**src/rtl/udma_tx_mchan_arb_pkg.sv**
```systemverilog
// Shared types for the multi-channel uDMA Tx read arbiter: transfer size codes,
// the outstanding-read tag and the response alignment helper.
package udma_tx_mchan_arb_pkg;

    localparam int CH_ID_W = 4;
    localparam int TAG_W   = CH_ID_W + 4;

    typedef enum logic [1:0] {
        SIZE_BYTE = 2'd0,
        SIZE_HALF = 2'd1,
        SIZE_WORD = 2'd2
    } size_e;

    typedef struct packed {
        logic [CH_ID_W-1:0] ch_id;
        logic [1:0]         offs;
        logic [1:0]         size;
    } tag_t;

    // Reserved size code 3 falls into the word case.
    function automatic logic [31:0] align_rdata(logic [31:0] d, logic [1:0] offs, logic [1:0] size);
        logic [31:0] r;
        case (size)
            SIZE_BYTE: r = {24'h0, d[8*offs +: 8]};
            SIZE_HALF: r = {16'h0, (offs[1] ? d[31:16] : d[15:0])};
            default:   r = d;
        endcase
        return r;
    endfunction

endpackage

```
**src/rtl/udma_tx_mchan_arb_if.sv**
```systemverilog
// Channel-side and L2-side signals of the Tx read arbiter; master is the arbiter,
// slave is the environment driving channels and the L2 port.
interface udma_tx_mchan_arb_if #(
    parameter int N_CH   = 4,
    parameter int ADDR_W = 19
);
    logic [N_CH-1:0]        ch_en_i;
    logic [N_CH-1:0]        ch_req_i;
    logic [N_CH*ADDR_W-1:0] ch_addr_i;
    logic [N_CH*2-1:0]      ch_size_i;
    logic [N_CH-1:0]        ch_gnt_o;
    logic [N_CH-1:0]        ch_rvalid_o;
    logic [31:0]            ch_rdata_o;
    logic                   l2_req_o;
    logic [ADDR_W-1:0]      l2_addr_o;
    logic                   l2_gnt_i;
    logic                   l2_rvalid_i;
    logic [31:0]            l2_rdata_i;
    logic                   err_o;

    modport master (
        input  ch_en_i, ch_req_i, ch_addr_i, ch_size_i, l2_gnt_i, l2_rvalid_i, l2_rdata_i,
        output ch_gnt_o, ch_rvalid_o, ch_rdata_o, l2_req_o, l2_addr_o, err_o
    );

    modport slave (
        output ch_en_i, ch_req_i, ch_addr_i, ch_size_i, l2_gnt_i, l2_rvalid_i, l2_rdata_i,
        input  ch_gnt_o, ch_rvalid_o, ch_rdata_o, l2_req_o, l2_addr_o, err_o
    );

endinterface

```
**src/rtl/udma_tx_tag_fifo.sv**
```systemverilog
// In-order tag FIFO for outstanding L2 reads; head visible combinationally, push
// ignored when full, pop ignored when empty.
module udma_tx_tag_fifo #(
    parameter int DEPTH = 4,
    parameter int W     = 8
) (
    input  logic                       clk_i,
    input  logic                       rst_i,
    input  logic                       i_push,
    input  logic [W-1:0]               i_dat,
    input  logic                       i_pop,
    output logic [W-1:0]               o_dat,
    output logic                       o_full,
    output logic                       o_empty,
    output logic [$clog2(DEPTH):0]     o_count
);
    localparam int PTR_W = $clog2(DEPTH);
    localparam int CNT_W = PTR_W + 1;

    logic [W-1:0]     r_mem [DEPTH];
    logic [PTR_W-1:0] r_wr_ptr;
    logic [PTR_W-1:0] r_rd_ptr;
    logic [CNT_W-1:0] r_count;
    logic             w_push;
    logic             w_pop;

    assign o_full  = (r_count == CNT_W'(DEPTH));
    assign o_empty = (r_count == '0);
    assign o_count = r_count;
    assign o_dat   = r_mem[r_rd_ptr];
    assign w_push  = i_push & ~o_full;
    assign w_pop   = i_pop & ~o_empty;

    always_ff @(posedge clk_i or posedge rst_i) begin
        if (rst_i) begin
            r_wr_ptr <= '0;
            r_rd_ptr <= '0;
            r_count  <= '0;
        end else begin
            if (w_push) r_wr_ptr <= r_wr_ptr + PTR_W'(1);
            if (w_pop)  r_rd_ptr <= r_rd_ptr + PTR_W'(1);
            case ({w_push, w_pop})
                2'b10:   r_count <= r_count + CNT_W'(1);
                2'b01:   r_count <= r_count - CNT_W'(1);
                default: r_count <= r_count;
            endcase
        end
    end

    always_ff @(posedge clk_i) begin
        if (w_push) r_mem[r_wr_ptr] <= i_dat;
    end

endmodule

```
**src/rtl/udma_tx_mchan_arb.sv**
```systemverilog
// N-channel round-robin L2 read arbiter with in-order response routing; request path
// is zero-latency, responses land 1 cycle after l2_rvalid_i; a full tag FIFO holds off l2_req_o.
module udma_tx_mchan_arb
    import udma_tx_mchan_arb_pkg::*;
#(
    parameter int N_CH   = 4,
    parameter int DEPTH  = 4,
    parameter int ADDR_W = 19
) (
    input  logic                clk_i,
    input  logic                rst_i,
    udma_tx_mchan_arb_if.master bus
);
    localparam int CH_W  = $clog2(N_CH);
    localparam int CNT_W = $clog2(DEPTH) + 1;
    localparam logic [N_CH-1:0] ONE = N_CH'(1);

    logic [CH_W-1:0]   r_rr_ptr;
    logic              r_lock;
    logic [CH_W-1:0]   r_lock_ch;
    logic [ADDR_W-1:0] r_lock_addr;
    logic [1:0]        r_lock_size;
    logic [N_CH-1:0]   r_rvalid;
    logic [31:0]       r_rdata;
    logic              r_err;

    logic [N_CH-1:0]   w_elig;
    logic              w_found;
    logic [CH_W-1:0]   w_rr_sel;
    logic [CH_W-1:0]   w_sel;
    logic [ADDR_W-1:0] w_addr;
    logic [1:0]        w_size;
    logic              w_req;
    logic              w_accept;
    logic              w_full;
    logic              w_empty;
    logic [CNT_W-1:0]  w_count;
    tag_t              w_push_tag;
    tag_t              w_head;

    assign w_elig = bus.ch_req_i & bus.ch_en_i;

    always_comb begin
        w_found  = 1'b0;
        w_rr_sel = r_rr_ptr;
        for (int i = 0; i < N_CH; i++) begin
            int idx;
            idx = int'(r_rr_ptr) + i;
            if (idx >= N_CH) idx = idx - N_CH;
            if (!w_found && w_elig[idx]) begin
                w_found  = 1'b1;
                w_rr_sel = CH_W'(idx);
            end
        end
    end

    // A pending request keeps its channel, address and size until L2 accepts it.
    assign w_sel    = r_lock ? r_lock_ch   : w_rr_sel;
    assign w_addr   = r_lock ? r_lock_addr : bus.ch_addr_i[w_rr_sel*ADDR_W +: ADDR_W];
    assign w_size   = r_lock ? r_lock_size : bus.ch_size_i[w_rr_sel*2 +: 2];
    assign w_req    = (w_found | r_lock) & ~w_full;
    assign w_accept = w_req & bus.l2_gnt_i;

    assign w_push_tag = '{ch_id: CH_ID_W'(w_sel), offs: w_addr[1:0], size: w_size};

    assign bus.l2_req_o    = w_req;
    assign bus.l2_addr_o   = w_req ? {w_addr[ADDR_W-1:2], 2'b00} : '0;
    assign bus.ch_gnt_o    = w_accept ? (ONE << w_sel) : '0;
    assign bus.ch_rvalid_o = r_rvalid;
    assign bus.ch_rdata_o  = r_rdata;
    assign bus.err_o       = r_err;

    udma_tx_tag_fifo #(
        .DEPTH (DEPTH),
        .W     (TAG_W)
    ) u_tag_fifo (
        .clk_i   (clk_i),
        .rst_i   (rst_i),
        .i_push  (w_accept),
        .i_dat   (w_push_tag),
        .i_pop   (bus.l2_rvalid_i),
        .o_dat   (w_head),
        .o_full  (w_full),
        .o_empty (w_empty),
        .o_count (w_count)
    );

    always_ff @(posedge clk_i or posedge rst_i) begin
        if (rst_i) begin
            r_rr_ptr    <= '0;
            r_lock      <= 1'b0;
            r_lock_ch   <= '0;
            r_lock_addr <= '0;
            r_lock_size <= '0;
            r_rvalid    <= '0;
            r_rdata     <= '0;
            r_err       <= 1'b0;
        end else begin
            if (w_accept) begin
                r_lock   <= 1'b0;
                r_rr_ptr <= (w_sel == CH_W'(N_CH - 1)) ? '0 : w_sel + CH_W'(1);
            end else if (w_req && !r_lock) begin
                r_lock      <= 1'b1;
                r_lock_ch   <= w_sel;
                r_lock_addr <= w_addr;
                r_lock_size <= w_size;
            end

            r_rvalid <= '0;
            if (bus.l2_rvalid_i) begin
                if (!w_empty) begin
                    r_rvalid <= ONE << w_head.ch_id;
                    r_rdata  <= align_rdata(bus.l2_rdata_i, w_head.offs, w_head.size);
                end else begin
                    r_err <= 1'b1;
                end
            end
        end
    end

    always_ff @(posedge clk_i) begin
        if (!rst_i) assert (w_count <= CNT_W'(DEPTH));
    end

endmodule
```
**src/flat_wrapper.sv**
```systemverilog
// flat-port wrapper written by rule: the top's interface ports become plain ports
module udma_tx_mchan_arb_flat import udma_tx_mchan_arb_pkg::*;
#(
    parameter int N_CH   = 4,
    parameter int DEPTH  = 4,
    parameter int ADDR_W = 19
)
  (clk_i, rst_i, bus_ch_en_i, bus_ch_req_i, bus_ch_addr_i, bus_ch_size_i, bus_l2_gnt_i, bus_l2_rvalid_i, bus_l2_rdata_i, bus_ch_gnt_o, bus_ch_rvalid_o, bus_ch_rdata_o, bus_l2_req_o, bus_l2_addr_o, bus_err_o);
  udma_tx_mchan_arb_if #(.N_CH(N_CH), .ADDR_W(ADDR_W)) bus_i ();
  input  logic clk_i;
  input  logic rst_i;
  input wire logic [$bits(bus_i.ch_en_i)-1:0] bus_ch_en_i;
  input wire logic [$bits(bus_i.ch_req_i)-1:0] bus_ch_req_i;
  input wire logic [$bits(bus_i.ch_addr_i)-1:0] bus_ch_addr_i;
  input wire logic [$bits(bus_i.ch_size_i)-1:0] bus_ch_size_i;
  input wire logic [$bits(bus_i.l2_gnt_i)-1:0] bus_l2_gnt_i;
  input wire logic [$bits(bus_i.l2_rvalid_i)-1:0] bus_l2_rvalid_i;
  input wire logic [$bits(bus_i.l2_rdata_i)-1:0] bus_l2_rdata_i;
  output wire logic [$bits(bus_i.ch_gnt_o)-1:0] bus_ch_gnt_o;
  output wire logic [$bits(bus_i.ch_rvalid_o)-1:0] bus_ch_rvalid_o;
  output wire logic [$bits(bus_i.ch_rdata_o)-1:0] bus_ch_rdata_o;
  output wire logic [$bits(bus_i.l2_req_o)-1:0] bus_l2_req_o;
  output wire logic [$bits(bus_i.l2_addr_o)-1:0] bus_l2_addr_o;
  output wire logic [$bits(bus_i.err_o)-1:0] bus_err_o;
  assign bus_i.ch_en_i = bus_ch_en_i;
  assign bus_i.ch_req_i = bus_ch_req_i;
  assign bus_i.ch_addr_i = bus_ch_addr_i;
  assign bus_i.ch_size_i = bus_ch_size_i;
  assign bus_i.l2_gnt_i = bus_l2_gnt_i;
  assign bus_i.l2_rvalid_i = bus_l2_rvalid_i;
  assign bus_i.l2_rdata_i = bus_l2_rdata_i;
  assign bus_ch_gnt_o = bus_i.ch_gnt_o;
  assign bus_ch_rvalid_o = bus_i.ch_rvalid_o;
  assign bus_ch_rdata_o = bus_i.ch_rdata_o;
  assign bus_l2_req_o = bus_i.l2_req_o;
  assign bus_l2_addr_o = bus_i.l2_addr_o;
  assign bus_err_o = bus_i.err_o;
  udma_tx_mchan_arb #(.N_CH(N_CH), .DEPTH(DEPTH), .ADDR_W(ADDR_W)) u_core (.clk_i(clk_i), .rst_i(rst_i), .bus(bus_i));
endmodule
```
**config.mk**
```make
export PLATFORM = sky130hd
export DESIGN_NAME = udma_tx_mchan_arb_flat
export DESIGN_NICKNAME = d
export VERILOG_FILES = /design/src/rtl/udma_tx_mchan_arb_pkg.sv /design/src/rtl/udma_tx_mchan_arb_if.sv /design/src/rtl/udma_tx_tag_fifo.sv /design/src/rtl/udma_tx_mchan_arb.sv /design/src/flat_wrapper.sv
export SDC_FILE = /design/constraint.sdc
export NUM_CORES = 1
export LEC_CHECK = 0
export ABC_CLOCK_PERIOD_IN_PS = 4900
export BUFFER_PORTS_ARGS = -buffer_cell sky130_fd_sc_hd__buf_2
export CAP_MARGIN = 25
export CORE_UTILIZATION = 25
export CTS_BUF_LIST = sky130_fd_sc_hd__clkbuf_4 sky130_fd_sc_hd__clkbuf_8
export CTS_CLUSTER_SIZE = 30
export DETAILED_ROUTE_END_ITERATION = 8
export HOLD_SLACK_MARGIN = 0.08
export PLACE_DENSITY = 0.53
export SLEW_MARGIN = 20
export SYNTH_ARGS = -nofsm -noshare
export SYNTH_HDL_FRONTEND = slang
export SYNTH_HIERARCHICAL = 1
export SYNTH_SLANG_ARGS = --single-unit
```
**constraint.sdc**
```tcl
create_clock -name clk_i -period 4.9 [get_ports clk_i]
set_clock_uncertainty 0.05 [all_clocks]
set_input_delay 0.49 -clock clk_i [delete_from_list [all_inputs] [get_ports clk_i]]
set_output_delay 0.49 -clock clk_i [all_outputs]
set_load 0.005 [all_outputs]
```
# Yosys cells after proc, flatten, opt, wreduce, memory -nomap -nowiden
# Memory sizes are Yosys's and may differ from the RTL's.
# Cells that the tools add are included.
totals:
  ff_bits: 70
  latch_bits: 0
  mem_bits_rw: 24
  romBits: 0
  out_inout_bits: 61
  memories: 1
mem_list:
  columns: ["name", "depth", "width", "read_ports", "rd_ports_with_merged_regs", "write_ports", "line", "rtl"]
  rows:
  - ["u_core.u_tag_fifo.r_mem", 4, 6, 1, 0, 1, "udma_tx_tag_fifo.sv:20", "logic [W-1:0] r_mem [DEPTH];"]
op_classes:
  addsub: 12
  mul: 1
  div: 0
  n_lt_le_gt_ge: 8
  n_eq_ne: 5
  shifts: 5
  mux: 39
  bitwise: 9
  n_reduce_logical: 15
op_table:
  columns: ["op", "count"]
  rows:
  - ["less-than comparator 32 x 4 -> 1 bit, second input constant", 4]
  - ["two-way mux 32 bit", 4]
  - ["greater-or-equal comparator 32 x 4 -> 1 bit, second input constant", 3]
  - ["subtractor 32 x 4 -> 32 bit, second input constant", 3]
  - ["variable part select 76 x 8 -> 19 bit", 1]
  - ["one-hot mux 32 bit (2 select lines)", 1]
  - ["two-way mux 19 bit", 2]
  - ["variable part select 32 x 6 -> 8 bit", 1]
  - ["two-way mux 1 bit", 16]
  - ["two-way mux 16 bit", 1]
  - ["two-way mux 2 bit", 7]
  - ["two-way mux 4 bit", 3]
  - ["binary-select mux 1 bit (select 2 bit)", 4]
  - ["variable part select 8 x 4 -> 2 bit", 1]
  - ["multiplier 2 x 5 -> 7 bit, second input constant", 1]
  - ["adder 2 x 1 -> 2 bit, second input constant", 3]
  - ["adder 2 x 2 -> 3 bit, second input constant", 2]
  - ["one-hot mux 3 bit (2 select lines)", 1]
  - ["AND reduction 2 bit", 3]
  - ["AND 1 bit", 4]
  - ["AND 4 bit", 1]
  - ["== test 2 x 1 -> 1 bit, second input constant", 2]
  - ["== test 2 bit, second input constant", 2]
  - ["logical AND 1 bit", 4]
  - ["14 further kinds", 20]

# Longest topological paths before layout
# Gate-level depths: netlist of the first run.
depth:
  ltp_word: 21
  ltp_mapped: 11
  ltp_nobuf: 11

# By module
# Netlist of the first run, hierarchy kept.
by_module_without_submodules:
  columns: ["mod", "instances", "cells_per_inst", "area_each_um2", "seq_area_each_um2"]
  rows:
  - ["udma_tx_mchan_arb", 1, 437, 3832.4, 1576.5]
  - ["udma_tx_tag_fifo", 1, 80, 1596.5, 1136.1]

# Least setup slack after synthesis of the first run
# No wires, ideal clock.
synth_timing:
  kind: "input to register"
  start: "input port bus_ch_req_i[1]"
  end: "register u_core.u_tag_fifo.r_count[2] (netlist: u_core/u_tag_fifo/o_count[2])"
  arrival_time_ns: 2.382
  required_ns: 4.771
  path_slack_ns: 2.389
  cell_stages: 11
  path_buffers: 0
  path_cell_list: "a22o_1 > nor4b_2 > nor3b_2 > nor2b_4 > inv_1 > ha_1 > inv_1 > fa_1 > xor2_1 > nor2_1 > xor2_1"
synth_between:
  elab_chain_len: 20
synth_lines:
  columns: ["item", "line", "rtl"]
  rows:
  - ["start: declaration", "flat_wrapper.sv:13", "input wire logic [$bits(bus_i.ch_req_i)-1:0] bus_ch_req_i;"]
  - ["AND 4 bit *", "udma_tx_mchan_arb.sv:41", "assign w_elig = bus.ch_req_i & bus.ch_en_i;"]
  - ["binary-select mux 1 bit (select 2 bit)", "udma_tx_mchan_arb.sv:50", "if (!w_found && w_elig[idx]) begin"]
  - ["two-way mux 1 bit (not written as such) (2 in series)", "udma_tx_mchan_arb.sv:50", null]
  - ["two-way mux 1 bit", "udma_tx_mchan_arb.sv:50", null]
  - ["zero test 1 bit", "udma_tx_mchan_arb.sv:50", null]
  - ["logical AND 1 bit", "udma_tx_mchan_arb.sv:50", null]
  - ["two-way mux 1 bit", "udma_tx_mchan_arb.sv:50", null]
  - ["zero test 1 bit", "udma_tx_mchan_arb.sv:50", null]
  - ["(+4 left out)", null, null]
  - ["two-way mux 1 bit *", "udma_tx_mchan_arb.sv:50", null]
  - ["bitwise OR 1 bit *", "udma_tx_mchan_arb.sv:61", "assign w_req = (w_found | r_lock) & ~w_full;"]
  - ["AND 1 bit *", "udma_tx_mchan_arb.sv:61", null]
  - ["AND 1 bit *", "udma_tx_mchan_arb.sv:62", "assign w_accept = w_req & bus.l2_gnt_i;"]
  - ["via u_core.w_accept", "udma_tx_mchan_arb.sv:34", "logic w_accept;"]
  - ["AND 1 bit *", "udma_tx_tag_fifo.sv:31", "assign w_push = i_push & ~o_full;"]
  - ["== test 2 x 1 -> 1 bit / == test 2 bit (equally long branches)", "udma_tx_tag_fifo.sv:42", "case ({w_push, w_pop})"]
  - ["one-hot mux 3 bit (2 select lines) / nonzero test 2 bit (equally long branches)", null, null]
  - ["end signal: assignment", "udma_tx_tag_fifo.sv:43", "2'b10: r_count <= r_count + CNT_W'(1);"]
  - ["end signal: assignment", "udma_tx_tag_fifo.sv:44", "2'b01: r_count <= r_count - CNT_W'(1);"]
  - ["end signal: assignment", "udma_tx_tag_fifo.sv:45", "default: r_count <= r_count;"]
  - ["end: declaration", "udma_tx_tag_fifo.sv:23", "logic [CNT_W-1:0] r_count;"]
# The timed path passes the listed nets; every way through them passes the cells marked *. The select of a mux whose other input is x is not followed.
# A chain may end at the register's enable or synchronous reset.

# Worst setup path in the final report of the first run
layout_timing:
  start: "register u_core.r_lock"
  end: "output port bus_l2_addr_o[4]"
layout_between:
  elab_chain_len: 3
layout_lines:
  columns: ["item", "line", "rtl"]
  rows:
  - ["start: declaration", "udma_tx_mchan_arb.sv:19", "logic r_lock;"]
  - ["start signal: assignment", "udma_tx_mchan_arb.sv:91", "r_lock <= 1'b0;"]
  - ["start signal: assignment", "udma_tx_mchan_arb.sv:100", "r_lock <= 1'b0;"]
  - ["start signal: assignment", "udma_tx_mchan_arb.sv:103", "r_lock <= 1'b1;"]
  - ["bitwise OR 1 bit", "udma_tx_mchan_arb.sv:61", null]
  - ["AND 1 bit", "udma_tx_mchan_arb.sv:61", null]
  - ["two-way mux 19 bit *", "udma_tx_mchan_arb.sv:67", "assign bus.l2_addr_o = w_req ? {w_addr[ADDR_W-1:2], 2'b00} : '0;"]
  - ["end: declaration", "flat_wrapper.sv:23", "output wire logic [$bits(bus_i.l2_addr_o)-1:0] bus_l2_addr_o;"]
# Mark *: on every way between the ends. The rest lies on a longest branch, timed or not.

==> impl_metrics.yaml, run 1 <==
clock_tree:
  htree_levels: 3
  cts_sinks: 102
  clkTransAtPathRegs_ps: 110
  clock_latency_ps: 380
  cts_tree: "yes"
  cts-root-buf: "clkbuf_8"
  cts_buffers: 9
  cts_resized: 0
  clk_path_buf_depth: 2
min_path:
  hp-start: "bus_l2_gnt_i"
  hold_path.class: "in2reg"
  holdPathEnd: "u_core/r_lock"
  hold_depth: 2
setup_path:
  crit_type: "reg2out"
  r2r_cells: 3
  crit_slowest_cell: "dfrtp_1"
  ff2ff_setup_slack_ps: 1820
  worst-path-max-fanout: 30
  reg2reg_from: "u_core/r_lock"
  cp-start-kind: "register"
  cp.required_ps: 4360
  crit_chain: "nor4b_2, nor2_1, buf_4, nand3_1, o221ai_1, buf_2"
  cp-end-kind: "output port"
  cp_data_arrival_time_ps: 3040
  r2r-end: "u_core/r_lock_size[0]"
  slowest_delay_ps: 980
global_routing:
  grt_antenna_before_repair: 0
  grt_pass1_vias: 4385
  grt_start_max_net_pins: 64
  grtUsageTotal: 0.135
  grt_pass1_wl_um: 23300
  grt_overflow: 0
logic_synthesis:
  synth_top_area_frac: 0.323
  synth_area_sq_um: 5430
  yosysUniqueCellTypes: 56
  async_flop_share: 0.686
  ys_top_cells_by_area: "dfrtp_1, edfxtp_1, mux2i_1"
  synth_flop_cell: "dfrtp_1"
  syn_area_per_cell_sq_um: 10.5
  synth_edf_count: 32
  synth_seq_cells: 102
  synthCells: 517
  ys.warnings.count: 6
  yosysSeqAreaShare: 0.500
  yosysTopAreaCell: "dfrtp_1"
power:
  ir_drop_mv: 0.256
  p_leak_nw: 3.20
  power_per_cell_area_nw_per_um2: 570
timing:
  fin_ws_ps: 1320
  tightest_slew_ps: 943
  finalSetupViolCount: 0
  rsz0062_at_grt: "no"
  relSlewSlack: 0.371
  max_freq_mhz: 279
  timing.final.crit_share: 0.730
  fin_hold_ws_ps: 250
  fin_crit_ps: 3580
  hold_viol: 0
  fin_setup_tns_ps: 0
  slew_violations: 0
place:
  io_buffer_count: 186
  hpwl_um: 11100
  dpl_worst_slack_ps: 1710
  globalplace.congestion: 0.817
floorplanning:
  die_w_um: 149
  ios: 189
  rows: 53
  die-area_sq_um: 22300
  core_area_sq_um: 21200
  die_y_um: 149
  start_util: 0.257
status:
  status: "completed"
job:
  maxCapViolCount: 0
detailed_routing:
  drc: 0
  wire_per_inst_um: 15.6
  drt_wl_total_um: 15100
  initialDrtViolationCount: 185
  vias: 4618
  dr.pass1.iters: 5
  postRouteAntennaNets: 0
  viasPerCell: 4.77
finish:
  nets: 822
  n_fill_cell: 2226
  diodes: 0
  syn2layout_area_growth_pct: 25.1
  drive_above_1_share: 0.338
==> layer usage <==
metal  share of wire  global-route usage  vias to the layer above  wire length (um)
met4           0.010              0.0311                        0               153
met2            0.45               0.216                      198              6840
met5               0                   0                        -                 0
met3           0.085              0.0370                       14              1280
li1                -                   -                     2230                 -
met1            0.45               0.179                     2176              6800
==> metrics by stage <==
stage / cell area [sq um] / util / std cells / power, mW
final: 6790 / 0.321 / 968 / 3.87
after global routing: 6790 / 0.321 / 968 / 4.20
after CTS: 6790 / 0.321 / 968 / 3.93
after detailed placement: 6600 / 0.312 / 951 / 3.39
after global placement: 6600 / 0.312 / 951 / 3.37
after floorplan: 5460 / - / 526 / 2.76
==> registers in the layout (all words and copies together) (netlist names) <==
register and flops:
u_core/u_tag_fifo/r_mem 32, u_core/r_lock_addr 19, u_core/r_lock_size 2, u_core/u_tag_fifo/o_count 3, u_core/bus.ch_rdata_o 32, u_core/u_tag_fifo/r_rd_ptr 2, u_core/bus.err_o 1, u_core/u_tag_fifo/r_wr_ptr 2
u_core/r_rr_ptr 2, u_core/r_lock 1, u_core/r_lock_ch 2, u_core/bus.ch_rvalid_o 4
==> cell type report <==
type | instances | area (sq um) | share of cell area
flip-flops and latches | 102 | 2710 | 0.399
multi-input cells | 361 | 2500 | 0.368
well taps | 275 | 344 | 0.0507
clock buffers | 11 | 139 | 0.0204
repair buffers | 191 | 971 | 0.143
clock inverters | 5 | 42.5 | 0.00626
inverters | 23 | 86.3 | 0.0127
==> report_power, final <==
part / internal, mW / switching, mW / total, mW
clock network: 0.204 / 0.310 / 0.515
logic: 0.819 / 1.07 / 1.89
registers: 1.25 / 0.226 / 1.47
total: 2.27 / 1.60 / 3.87
==> synthesized netlist by cell type (2+ instances only) <==
cell        n
a211oi_1    2
a21o_1      3
a21oi_1    19
a222oi_1    4
a22oi_1     2
a2bb2oi_1   7
a31oi_1     9
and2_2      5
buf_1       2
buf_2      10
buf_4       3
buf_6       2
clkbuf_1   23
dfrtp_1    70
edfxtp_1   32
ha_1        5
inv_1      22
mux2_2      2
mux2i_1    44
mux4_2      8
nand2_1    96
nand2b_1   10
nand3_1    18
nor2_1      8
nor2b_1     2
nor3_1      2
nor3b_1     2
o21ai_0    32
o221ai_1   41
o31ai_1     2
xnor2_1     3
xor2_1      3
==> how the worst max path moves through the flow <==
stage / endpoint / from / slack, ps
finish: bus_l2_addr_o[4] / u_core/r_lock / 1320
global route: bus_l2_addr_o[18] / u_core/r_lock / 980
CTS: bus_l2_addr_o[4] / u_core/r_lock / 1270
detailed placement: bus_l2_addr_o[4] / u_core/r_lock / 1710
global placement: bus_l2_addr_o[4] / u_core/r_lock / 1800
floorplan: u_core/u_tag_fifo/o_count[2] / bus_ch_req_i[1] / 2390
==> critical path: cells and delay by family, from the launching register on <==
kind | cells | cell delay (ps)
buf+inv | 2 | 410
simple gates | 3 | 840
flops | 1 | 980
compound gates | 1 | 420
==> layout by cell type, fill, tap and decap left out, types with 10 or more instances in the layout <==
cell,n
inv_1,21
mux2i_1,44
a21oi_1,19
o21ai_0,32
buf_2,186
o221ai_1,41
conb_1,10
edfxtp_1,32
nand2_1,96
nand3_1,18
dfrtp_1,70
==> cells by family (layout without fill, tap and decap cells) <==
| logic type | count (synthesis) | in the layout | synth area share |
|---|---|---|---|
| AO/OA/AOI/OAI | 130 | 130 | 0.168 |
| XOR/XNOR | 6 | 6 | 0.00968 |
| adder cells (fa/ha/maj) | 6 | 6 | 0.0152 |
| buffers and inverters | 63 | 230 | 0.0507 |
| flip-flops | 102 | 102 | 0.500 |
| multiplexers | 55 | 55 | 0.121 |
| other | 1 | 10 | 0.000691 |
| AND/OR/NAND/NOR | 154 | 154 | 0.135 |
==> what timing repair did <==
action,in CTS,in global routing
hold buffers,1,0
buffers inserted,0,0
hold endpoints to repair,7,0
(Power assumes the default switching activity.)
==> run 2: changes to the inputs <==
- ABC_CLOCK_PERIOD_IN_PS: 4900 -> 3530
- clock period: 4.9 -> 3.53 ns (I/O delays scaled with it)
==> run 2 against run 1 <==
  * Combinational power rose by 43%
  * Sequential power rose by 37%
  * Design area rose by 0.50%
  * Setup slack got worse by 820 ps
  * Die area did not move
  * Sequential share of layout area fell by 0.20 points
  * Critical endpoint is now bus_l2_addr_o[18]
  * Highest routed layer unchanged
==> impl_metrics.yaml, run 2 (synthesis results as in run 1) <==
finish:
  final_cell_area_sq_um: 6830
  final_cell_mix: "buf_2, nand2_1, dfrtp_1, mux2i_1, o221ai_1"
  syn2layout_area_growth_pct: 25.7
  final_common_cell: "buf_2"
  nets: 826
  drive_above_1_share: 0.340
  n_fill_cell: 2226
place:
  globalplace.congestion: 0.806
  placed_area_sq_um: 6640
  hpwl_um: 11400
  io_buffer_count: 186
floorplanning:
  die_w_um: 149
  rows: 53
  ios: 189
  die_y_um: 149
  core_area_sq_um: 21200
  start_util: 0.257
  die-area_sq_um: 22300
setup_path:
  cp-end-kind: "output port"
  r2r_cells: 5
  cp.required_ps: 3130
  crit_type: "reg2out"
  r2r-end: "u_core/bus.ch_rdata_o[2]"
  reg2reg_from: "u_core/u_tag_fifo/r_rd_ptr[0]"
  crit_end: "bus_l2_addr_o[18]"
  cp_data_arrival_time_ps: 2620
  cp-startpoint: "u_core/u_tag_fifo/o_count[2]"
  worst-path-max-fanout: 20
  cp-start-kind: "register"
  ff2ff_setup_slack_ps: 800
power:
  ir_drop_mv: 0.278
  power_per_cell_area_nw_per_um2: 791
  power_frac_comb: 0.500
  seq_power_share: 0.373
  netSwitchingPower_mw: 2.22
  p_sw_frac: 0.411
  p_leak_nw: 3.21
  pwr-share-clk: 0.127
  p_int_mw: 3.18
timing:
  timing.final.crit_share: 0.857
  relSlewSlack: 0.363
  fin_crit_ps: 3030
  fin_setup_tns_ps: 0
  rsz0062_at_grt: "no"
  tightest_slew_ps: 956
  max_freq_mhz: 331
  slew_violations: 0
  hold_viol: 0
  finalSetupViolCount: 0
global_routing:
  grt_pass1_vias: 4558
  grt_start_max_net_pins: 47
  grt_antenna_before_repair: 0
  grtUsageTotal: 0.142
  grt_overflow: 0
  grt_pass1_wl_um: 24500
clock_tree:
  cts_sinks: 102
  htree_levels: 3
  clkTransAtPathRegs_ps: 90
  clk_path_buf_depth: 2
  cts_buffers: 9
  postCtsSetupBuffers: 0
  cts-root-buf: "clkbuf_8"
  cts_tree: "yes"
  clock_latency_ps: 370
detailed_routing:
  viasPerCell: 4.79
  drc: 0
  initialDrtViolationCount: 220
  wire_per_inst_um: 16.0
  postRouteAntennaNets: 0
  vias: 4657
  dr.pass1.iters: 4
  drt_wl_total_um: 15600
status:
  status: "completed"
min_path:
  hold_path.class: "in2reg"
job:
  maxCapViolCount: 0
run 2: cell types whose count changed in the layout (fill, tap and decap cells not counted):
cell,delta
buf_12,+1
buf_4,+3
clkbuf_4,+1
clkinv_1,+1
clkinv_4,-1
clkinvlp_4,+2
diode_2,+1
inv_6,-2
inv_8,-1
run 2: worst min-delay path by stage:
| stage | startpoint | end | slack (ps) | depth (start not counted) |
|---|---|---|---|---|
| floorplan | rst_i | u_core/u_tag_fifo/o_count[0] | 110 | 1 |
| global placement | rst_i | u_core/u_tag_fifo/r_rd_ptr[1] | 280 | 2 |
| detailed placement | rst_i | u_core/u_tag_fifo/o_count[0] | 290 | 2 |
| CTS | bus_l2_gnt_i | u_core/r_lock | 130 | 2 |
| global route | bus_l2_gnt_i | u_core/r_lock | 140 | 2 |
| finish | bus_l2_gnt_i | u_core/r_lock | 160 | 2 |
run 2: per-layer routing:
layer  up-vias  GRT usage  part of all wire
met4         0     0.0357            0.0098
met3        11     0.0291             0.069
li1       2243          -                 -
met1      2208      0.196              0.46
met2       195      0.225              0.46
met5         -          0                 0
run 2: stage by stage:
stage | total power, mW | std cells | hold WS, ps | setup slack, ps | utilization
after floorplan | 3.83 | 526 | 106 | 1160 | -
after global placement | 4.74 | 955 | 281 | 660 | 0.314
after detailed placement | 4.77 | 955 | 286 | 646 | 0.314
after CTS | 5.48 | 972 | 129 | 429 | 0.323
after global routing | 5.87 | 972 | 145 | 274 | 0.323
final | 5.40 | 973 | 162 | 505 | 0.323
run 2: timing repair:
item | CTS | global route
resized for setup | 0 | 0
hold buffers | 1 | 0
endpoints found under the hold margin | 31 | 0
run 2: power by group through the flow:
| stage | logic, mW | registers [mW] | clock network [mW] |
|---|---|---|---|
| after floorplan | 1.87 | 1.96 | 0 |
| after global placement | 2.70 | 2.04 | 0 |
| after detailed placement | 2.72 | 2.05 | 0 |
| after CTS | 2.73 | 2.02 | 0.722 |
| after global routing | 3.03 | 2.08 | 0.761 |
| final | 2.70 | 2.02 | 0.687 |
run 2: area by class of cell:
| cell class | instances | area, sq um | share of cell area |
|---|---|---|---|
| Sequential cell | 102 | 2710 | 0.397 |
| Multi-Input combinational cell | 361 | 2500 | 0.366 |
| Timing Repair Buffer | 195 | 1010 | 0.148 |
| Tap cell | 275 | 344 | 0.0504 |
| Clock buffer | 12 | 146 | 0.0214 |
| Inverter | 23 | 86.3 | 0.0126 |
| Clock inverter | 4 | 23.8 | 0.00348 |
| Antenna cell | 1 | 2.50 | 0.000367 |
run 2: critical path, cell delays in order, from the launching register on:
cell,delay (ps)
dfrtp_1,430
nor3b_4,200
nor2_1,150
buf_4,270
nand3_1,570
o221ai_1,460
buf_2,180
==> run 3: changes to the inputs <==
- ABC_AREA: unset -> 1
- PLACE_DENSITY: 0.53 -> 0.52
==> run 3 against run 2 <==
  * Worst hold slack better by 1.5 ps
  * Via count rose by 30%
  * Area after synthesis grew 16%
  * Synthesized cell count rose by 69%
  * Sequential power rose by 2%
  * Flip-flop and latch count unchanged
  * Total power grew 43%
  * Largest cell class is now multi-input combinational cells
==> impl_metrics.yaml, run 3 <==
power:
  power_per_cell_area_nw_per_um2: 998
  power.total_mw: 7.74
  ir_drop_mv: 0.395
  p_leak_nw: 4.22
logic_synthesis:
  async_flop_share: 0.686
  ys_top_cells_by_count: "nand2_1, nand3_1, inv_1"
  syn_area_per_cell_sq_um: 7.23
  synthCells: 873
  yosysMostFrequentCell: "nand2_1"
  synth_edf_count: 32
  synth_flop_cell: "dfrtp_1"
  yosysUniqueCellTypes: 40
  yosysSeqAreaShare: 0.430
  ys_top_cells_by_area: "dfrtp_1, nand2_1, edfxtp_1"
  yosysTopAreaCell: "dfrtp_1"
  synth_top_area_frac: 0.277
  ys.warnings.count: 6
  synth_area_sq_um: 6310
  synth_seq_cells: 102
floorplanning:
  die_w_um: 161
  die-area_sq_um: 25900
  ios: 189
  rows: 57
  start_util: 0.257
  core_area_sq_um: 24500
  die_y_um: 161
setup_path:
  reg2reg_from: "u_core/r_rr_ptr[0]"
  worst-path-max-fanout: 45
  r2r_cells: 14
  crit_type: "reg2out"
  cp.required_ps: 3130
  slowest_delay_ps: 520
  cp-startpoint: "u_core/r_rr_ptr[0]"
  crit_slowest_cell: "dfrtp_2"
  cp-start-kind: "register"
  crit_chain: "inv_2, nand3_1, nand2_1, nand2_1, nand2_1, nand2_1, nand2_1, nand2_1, nand2_4, nand2_8, inv_4, nand2_1, nand3_1, nand3_1, a21oi_1, buf_2"
  cp_common_cell: "nand2_1"
  cp_data_arrival_time_ps: 2760
  cp-end-kind: "output port"
status:
  status: "completed"
clock_tree:
  cts_tree: "yes"
  clk_path_buf_depth: 2
  clkTransAtPathRegs_ps: 110
  cts_buffers: 9
  htree_levels: 3
  cts-root-buf: "clkbuf_8"
  clock_latency_ps: 380
  cts_sinks: 102
finish:
  final_cell_mix: "nand2_1, buf_2, nand3_1, inv_1, dfrtp_1"
  syn2layout_area_growth_pct: 22.8
  drive_above_1_share: 0.246
  diodes: 0
  nets: 1182
  final_common_cell: "nand2_1"
  stdcell_count: 1377
  post-route-util: 0.316
place:
  dpl_worst_slack_ps: 465
  hpwl_um: 13200
  io_buffer_count: 186
  globalplace.congestion: 0.838
  post-place-cells: 1360
global_routing:
  grt_overflow: 0
  grt_start_max_net_pins: 64
  grt_antenna_before_repair: 0
  grt_pass1_vias: 5846
  grt_pass1_wl_um: 30100
  grtUsageTotal: 0.145
detailed_routing:
  dr.pass1.iters: 7
  vias: 6062
  postRouteAntennaNets: 0
  drt_wl_total_um: 18300
  initialDrtViolationCount: 405
  viasPerCell: 4.40
  wire_per_inst_um: 13.3
  drc: 0
job:
  maxCapViolCount: 0
timing:
  timing.final.crit_share: 0.895
  tightest_slew_ps: 910
  fin_ws_ps: 369
  fin_crit_ps: 3160
  max_freq_mhz: 316
  finalSetupViolCount: 0
  fin_setup_tns_ps: 0
  slew_violations: 0
  hold_viol: 0
  rsz0062_at_grt: "no"
  relSlewSlack: 0.393
min_path:
  hold_depth: 3
  hold_path.class: "in2reg"
  hp-start: "bus_l2_rdata_i[30]"
[run 3: changes by cell type after synthesis, sizes merged, moves of 10 or more]
cell,change
o211ai,+15
nor2,+27
mux2i,-44
o221ai,-41
nand2,+286
nand2b,-10
buf,+10
nand3,+68
nand3b,+17
inv,+68
[run 3: worst max-delay path, delay by kind of cell, from the launching register on]
family	cells	cell delay [ps]
simple gates	12	1100
compound gates	1	170
flops	1	520
buf+inv	3	560
[run 3: cells by family (layout without fill, tap and decap cells)]
logic type,count (synthesis),after routing,synth area share
compound gates,89,89,0.0870
xor+xnor,1,1,0.00139
fa+ha+maj,6,6,0.0131
buf+inv,137,308,0.0991
flops,102,102,0.430
other cells,1,10,0.000594
simple gates,537,537,0.369
[run 3: layout make-up]
class	instances	area (sq um)
Sequential cell	102	2710
Tap cell	324	405
Clock buffer	9	124
Timing Repair Buffer	201	1050
Fill cell	2748	16800
Multi-Input combinational cell	643	3030
Clock inverter	7	91.3
Inverter	91	344
[run 3: metal layers]
metal  vias to the layer above  wire (um)  GRT usage
li1                       3114          -          -
met1                      2715       8540      0.191
met2                       226       8370      0.242
met3                         7       1300     0.0320
met4                         0        111     0.0322
met5                         -          0          0
[run 3: path summary, 6_finish.rpt]
kind                                           endpoint  slack, ps
setup reg to reg           u_core/u_tag_fifo/o_count[1]        600
min in group asynchronous  u_core/u_tag_fifo/o_count[0]        390
hold reg to reg                        u_core/bus.err_o        410
max in group asynchronous            u_core/r_rr_ptr[0]       2090
hold / removal                u_core/bus.ch_rdata_o[30]        160
setup / recovery                       bus_l2_addr_o[9]        370
[run 3: stage by stage]
| stage | area, sq um | hold WS (ps) |
|---|---|---|
| CTS | 7740 | 127 |
| detailed placement | 7510 | 273 |
| finish | 7750 | 164 |
| global route | 7750 | 134 |
| floorplan | 6350 | 106 |
| global placement | 7510 | 274 |
[run 3: report_power, final]
group / switching, mW / internal (mW) / leakage [nW] / total, mW
logic: 3.25 / 1.62 / 2.95 / 4.87
clock network: 0.462 / 0.344 / 0.105 / 0.806
registers: 0.266 / 1.80 / 1.16 / 2.06
total: 3.97 / 3.76 / 4.22 / 7.74
[run 3: timing repair]
| action | in CTS | in global routing |
|---|---|---|
| buffers inserted | 0 | 0 |
| hold endpoints to repair | 7 | 0 |
| hold buffers | 1 | 0 |
| setup endpoints to repair | 3 | 21 |
| resized for setup | 1 | 3 |
